`config.mk`:
```
export PLATFORM = sky130hd
export DESIGN_NAME = tag_window_counter
export DESIGN_NICKNAME = d
export VERILOG_FILES = /design/src/rtl/tag_window_counter.sv
export SDC_FILE = /design/constraint.sdc
export NUM_CORES = 2
export LEC_CHECK = 0
export ABC_CLOCK_PERIOD_IN_PS = 93200
export BUFFER_PORTS_ARGS = -buffer_cell sky130_fd_sc_hd__buf_4
export CAP_MARGIN = 40
export CORE_ASPECT_RATIO = 1.2
export CORE_MARGIN = 2
export CORE_UTILIZATION = 60
export CTS_CLUSTER_SIZE = 28
export DETAILED_ROUTE_END_ITERATION = 10
export PLACE_DENSITY_LB_ADDON = 0.08
export RECOVER_POWER = 25
export SLEW_MARGIN = 20
export SYNTH_ARGS = -nofsm -noshare
export SYNTH_HDL_FRONTEND = slang
export SYNTH_SLANG_ARGS = --single-unit
```
`constraint.sdc`:
```
create_clock -name clk -period 93.2 [get_ports clk]
set_input_delay 27.96 -clock clk [delete_from_list [all_inputs] [get_ports clk]]
set_output_delay 27.96 -clock clk [all_outputs]
set_load 0.05 [all_outputs]
```
`src/rtl/tag_window_counter.sv`:
```
// Counts tag edges per channel over consecutive fixed-length tag-time windows and
// streams each closed window's counts out over AXI-Stream, one beat per channel.
module tag_window_counter #(
  parameter int NUM_CHANNELS  = 32,
  parameter int COUNT_WIDTH   = 32,
  parameter bit COUNT_FALLING = 1'b0
) (
  input  logic        clk,
  input  logic        rst,
  input  logic        enable,
  input  logic [63:0] window_len,
  input  logic        valid_tag,
  input  logic [4:0]  channel,
  input  logic        rising_edge,
  input  logic [63:0] tagtime,
  output logic        m_axis_tvalid,
  input  logic        m_axis_tready,
  output logic [31:0] m_axis_tdata,
  output logic [7:0]  m_axis_tuser,
  output logic        m_axis_tlast,
  output logic [15:0] dropped_windows,
  output logic [31:0] window_count,
  output logic [1:0]  dbg_count_state,
  output logic        dbg_rd_state
);

  // Stream handshake: a beat transfers on a rising clk edge where m_axis_tvalid && m_axis_tready;
  // once tvalid rises, tvalid/tdata/tuser/tlast hold until that transfer happens.

  typedef enum logic [1:0] {IDLE = 2'd0, ARM = 2'd1, COUNT = 2'd2} cnt_state_t;
  typedef enum logic {RD_IDLE = 1'b0, RD_SEND = 1'b1} rd_state_t;

  localparam int         OW       = (COUNT_WIDTH < 32) ? COUNT_WIDTH : 32;
  localparam logic [4:0] LAST_IDX = 5'(NUM_CHANNELS - 1);

  cnt_state_t state, state_nx;
  rd_state_t  rd_state, rd_nx;

  logic [63:0]            start, len;
  logic [COUNT_WIDTH-1:0] active [32];
  logic [COUNT_WIDTH-1:0] shadow [32];
  logic [4:0]             idx;
  logic                   rd_gap;

  logic [64:0] end_sum, end2_sum;
  logic        tag_ok, first_tag, close, count_in, gap_now;
  logic        hs, final_hs, capture, drop;

  always_comb begin
    // 65-bit sums: a window whose end overflows 64 bits can never be reached by tagtime.
    end_sum   = {1'b0, start} + {1'b0, len};
    end2_sum  = end_sum + {1'b0, len};
    tag_ok    = valid_tag && ({27'd0, channel} < 32'(NUM_CHANNELS)) &&
                (rising_edge || COUNT_FALLING);
    first_tag = (state == ARM) && enable && valid_tag;
    close     = (state == COUNT) && enable && valid_tag && ({1'b0, tagtime} >= end_sum);
    count_in  = (state == COUNT) && enable && valid_tag && !close;
    gap_now   = {1'b0, tagtime} >= end2_sum;
    hs        = m_axis_tvalid && m_axis_tready;
    final_hs  = (rd_state == RD_SEND) && hs && (idx == LAST_IDX);
    capture   = close && ((rd_state == RD_IDLE) || final_hs);
    drop      = close && !capture;
  end

  always_comb begin
    state_nx = state;
    case (state)
      IDLE:    if (enable && (window_len != 64'd0)) state_nx = ARM;
      ARM:     if (!enable) state_nx = IDLE;
               else if (valid_tag) state_nx = COUNT;
      COUNT:   if (!enable) state_nx = IDLE;
      default: state_nx = IDLE;
    endcase
  end

  always_comb begin
    rd_nx = rd_state;
    case (rd_state)
      RD_IDLE: if (capture) rd_nx = RD_SEND;
      RD_SEND: if (final_hs && !capture) rd_nx = RD_IDLE;
      default: rd_nx = RD_IDLE;
    endcase
  end

  always_ff @(posedge clk) begin
    if (rst) begin
      state           <= IDLE;
      rd_state        <= RD_IDLE;
      start           <= '0;
      len             <= '0;
      idx             <= '0;
      rd_gap          <= 1'b0;
      dropped_windows <= '0;
      window_count    <= '0;
      for (int i = 0; i < 32; i++) begin
        active[i] <= '0;
        shadow[i] <= '0;
      end
    end else begin
      state    <= state_nx;
      rd_state <= rd_nx;

      if (first_tag) begin
        start <= tagtime;
        len   <= window_len;
      end else if (close) begin
        start <= gap_now ? tagtime : end_sum[63:0];
      end

      // The opening/closing tag is the first count of the fresh window.
      if (first_tag || close) begin
        for (int i = 0; i < 32; i++) active[i] <= '0;
        if (tag_ok) active[channel] <= COUNT_WIDTH'(1);
      end else if (count_in && tag_ok && (active[channel] != '1)) begin
        active[channel] <= active[channel] + COUNT_WIDTH'(1);
      end

      if (close) window_count <= window_count + 32'd1;
      if (drop && (dropped_windows != 16'hffff)) dropped_windows <= dropped_windows + 16'd1;

      if (capture) begin
        for (int i = 0; i < 32; i++) shadow[i] <= active[i];
        rd_gap <= gap_now;
        idx    <= '0;
      end else if (final_hs) begin
        idx <= '0;
      end else if (hs) begin
        idx <= idx + 5'd1;
      end
    end
  end

  assign m_axis_tvalid   = (rd_state == RD_SEND);
  assign m_axis_tdata    = 32'(shadow[idx][OW-1:0]);
  assign m_axis_tuser    = {2'b00, rd_gap, idx};
  assign m_axis_tlast    = m_axis_tvalid && (idx == LAST_IDX);
  assign dbg_count_state = state;
  assign dbg_rd_state    = rd_state;

endmodule

```
==> flow_summary_export.csv <==
group,metric,value,unit
die,io_pins,232,
route,wl,319000,um
global_routing,grt_pass1_wl,459700,um
global_routing,grt_max_degree,293,
logic_synthesis,synth-main-ff-cell,"edfxtp_1",
global_routing,grt_usage,0.3507,
worst_hold_path,hold_class,"register to register",
logic_synthesis,synth-edff-count,2048,
route,via_count,68120,
placed_design,place_congestion,0.9238,
global_routing,grt-ovfl-total,0,
cts,postCtsSetupRepairBufs,0,
layout,area_growth,9.942,%
layout,fin_nets,8313,
timing,fin_tns_setup,0,ns
power,max-vdd-ir-drop,0.01538,mV
logic_synthesis,synth_cell_type_count,93,
setup_path,cp.arrival,40.71,ns
layout,multiInputGateArea,39720,um2
setup_path,crit_path_start_kind,"input pin",
cts,clkLatencyLatePin,0.88,ns
cts,cts_tree,"built",
timing,setup_viol,0,
setup_path,cp_slowest_cell,"clkbuf_1",
cts,cts_resized,0,
timing,hold_viol,0,
route,antenna_left,0,
placed_design,hpwl,202100,um
layout,finish.utilization,0.6643,
timing,skew,0.03747,ns
global_routing,grt_pass1_vias,68120,
die,dieArea,183600,um2
route,drc_errors,0,
placed_design,port_buffers,229,
route,dr.pass1.iters,8,
setup_path,critPathMaxStageDelay,2.32,ns
worst_hold_path,min_from,"start[28]",
power,power.density,18.32,nW/um2
route,wl_per_cell,30.38,um
logic_synthesis,yosys.area.top_type_share,0.5690,
cts,ctsHoldBuffers,0,
setup_path,worstSetupPathType,"input pin to register",
logic_synthesis,synth_warnings,0,
layout,fillers,12840,
status,failed_checks,"capacitance limit, slew limit",
layout,drive_above_1_share,0.1695,
timing,min_period,40.17,ns
timing,slew_headroom,-5.763,
logic_synthesis,syn_avg_cell_area,13.74,um2
logic_synthesis,synthTopCellsByArea,"edfxtp_1, mux4_2, nor2_1",
layout,regArea,65320,um2
route,viasPerCell,6.489,
timing,max_freq,24.89,MHz
setup_path,crit_start,"tagtime[16]",
logic_synthesis,synth.ff_latch_count,2238,
die,fp.coreArea,178900,um2
setup_path,reg2reg_from,"len[0]",
die,rows,170,
status,outcome,"finished with violations",
logic_synthesis,async_reset_ff_frac,0,
setup_path,path_cells,"clkbuf_1 -> ha_1 -> nand4_1 -> nor4_1 -> clkdlybuf4s25_1 -> nand4_1 -> nor3_1 -> a221oi_1 -> nand2_1 -> a211o_1 -> and4_1 -> clkbuf_1 -> nand2_1 -> nand2b_1 -> clkbuf_1 -> clkbuf_1 -> clkbuf_1 -> buf_4 -> buf_4 -> buf_12 -> buf_4 -> buf_16",
timing,worstMarginPinSlew,10.14,ns
timing,maxSlewViolCount,1382,
logic_synthesis,netlist_area,108100,um2
global_routing,antenna_found_initial,7,
power,p_leak,41.54,nW
die,die_h,468.9,um
die,initial_utilization,0.6042,
logic_synthesis,synth_top_cell_by_area,"edfxtp_1",
cts,htreeDepth,4,
cts,cts-root-buf,"clkbuf_16",
setup_path,required,93.74,ns
cts,cts_sinks,2238,
timing,fin_crit_sh,0.4310,
route,drt_iter0_markers,8261,
timing,rsz0062_at_grt,"false",
logic_synthesis,synth_seq_area_share,0.6042,
setup_path,crit_path_end_kind,"register",
setup_path,path_max_fanout,61,
cts,clk_pin_slew,0.06,ns
cts,cts_inserted_buffers,216,
setup_path,crit_top_cell,"clkbuf_1",
logic_synthesis,synthCells,7864,
cts,ctsLongestPathBuffers,3,
die,die_width,391.4,um
run,maxCapViolations,14,
## area by class of cell
type                    instances  share of cell area
repair buffers                404             0.02939
clock inverters               122            0.009750
multi-input cells            4938              0.3343
well taps                    2408             0.02536
inverters                     113            0.003570
diodes                          3          0.00006318
clock buffers                 273             0.04790
flip-flops and latches       2238              0.5497
## synth_stat cells (33+ instances only)
master,n
a21o_1,107
a21oi_1,274
a22oi_1,129
and2_1,590
buf_1,41
buf_2,47
buf_4,51
buf_6,73
clkbuf_1,348
dfxtp_1,190
edfxtp_1,2048
ha_1,261
inv_1,113
mux2_2,33
mux2i_1,62
mux4_2,576
nand2_1,366
nand3_1,58
nand4_1,103
nor2_1,1154
nor2b_1,476
o21ai_0,177
xnor2_1,102
xor2_1,84
## where the power goes
group	internal, mW	total (mW)	switching [mW]
Combinational	0.0580	0.160	0.102
Sequential	1.14	1.15	0.0160
Clock	0.479	0.864	0.385
## critical path, delay by kind of cell
kind | cells | cell delay, ns
buffers and inverters | 11 | 9.21
adder cells (fa/ha/maj) | 1 | 0.33
AO/OA/AOI/OAI | 2 | 0.34
AND/OR/NAND/NOR | 8 | 2.61
## metrics by stage
step / std cells / hold slack (ns) / power [mW] / instance area [um2] / setup WS [ns]
2_1_floorplan: 7865 / 0.4295 / 1.288 / 108100 / 38.04
3_3_place_gp: 10050 / 0.4403 / 1.321 / 111200 / 56.41
3_5_place_dp: 10090 / 0.4466 / 1.329 / 112100 / 56.71
4_1_cts: 10490 / 0.4541 / 2.177 / 119000 / 57.61
5_1_grt: 10500 / 0.4814 / 2.229 / 118800 / 52.17
6_report: 10500 / 0.4585 / 2.177 / 118800 / 53.03
## cell usage in the layout (no fill, tap or decap), types with 13 or more instances in the layout
cell	netlist	layout
nand3_1	58	57
buf_12	7	19
nand2_2	0	27
nand2_1	366	334
bufinv_16	0	17
buf_4	51	272
a211oi_1	13	13
or3_1	22	22
o21bai_1	26	26
o21ai_4	0	32
mux2i_1	62	62
buf_16	0	24
nor4_1	26	26
xnor2_1	102	102
a22oi_1	129	129
nand2_4	29	34
o211ai_1	13	13
clkbuf_1	348	132
dfxtp_1	190	185
clkbuf_16	0	218
nor3_1	32	32
clkinv_2	0	35
a21o_1	107	106
mux4_2	576	576
xor2_1	84	84
nor2_1	1154	1154
ha_1	261	261
clkinv_1	0	48
o21ai_0	177	170
a21oi_1	274	274
mux2_2	33	33
and3_1	25	23
nor2b_1	476	474
and2_0	0	117
nand4_1	103	103
inv_1	113	113
edfxtp_1	2048	2048
nand2b_1	20	20
and2_1	590	473
## path summary, 6_finish.rpt
path / slack, ns / endpoint / cells past startpoint
worst max-delay path: 53.03 / shadow[9][19] / 22
worst max register to register: 76.72 / shadow[9][19] / 31
worst min-delay path: 0.46 / start[28] / 2
worst min register to register: 0.46 / start[28] / 2
## state kept, by name (all words and copies together), names as in the netlist, named ones only
name,cells
rd_gap,1
idx,5
len,64
active,1024
start,64
dropped_windows,16
dbg_count_state,2
dbg_rd_state,1
window_count,32
shadow,1024
## cell families (layout without fill, tap and decap cells)
group                    after synthesis  after routing  share of synthesized area
buffers and inverters                689            912                    0.03331
other                                  1              5                 0.00003470
AND/OR/NAND/NOR                     2954           2954                     0.1375
flip-flops                          2238           2238                     0.6042
XOR/XNOR                             186            186                    0.01507
adder cells (fa/ha/maj)              263            263                    0.03058
AO/OA/AOI/OAI                        862            862                    0.05008
multiplexers                         671            671                     0.1292
## metal layers
metal,up-vias,track usage,share of wire
li1,29130,-,-
met2,3835,0.5779,0.48
met4,10,0.1967,0.064
met5,-,0,0.00021
met1,34310,0.4400,0.35
met3,839,0.06570,0.10
No activity file was read; power rests on OpenSTA's default activity.
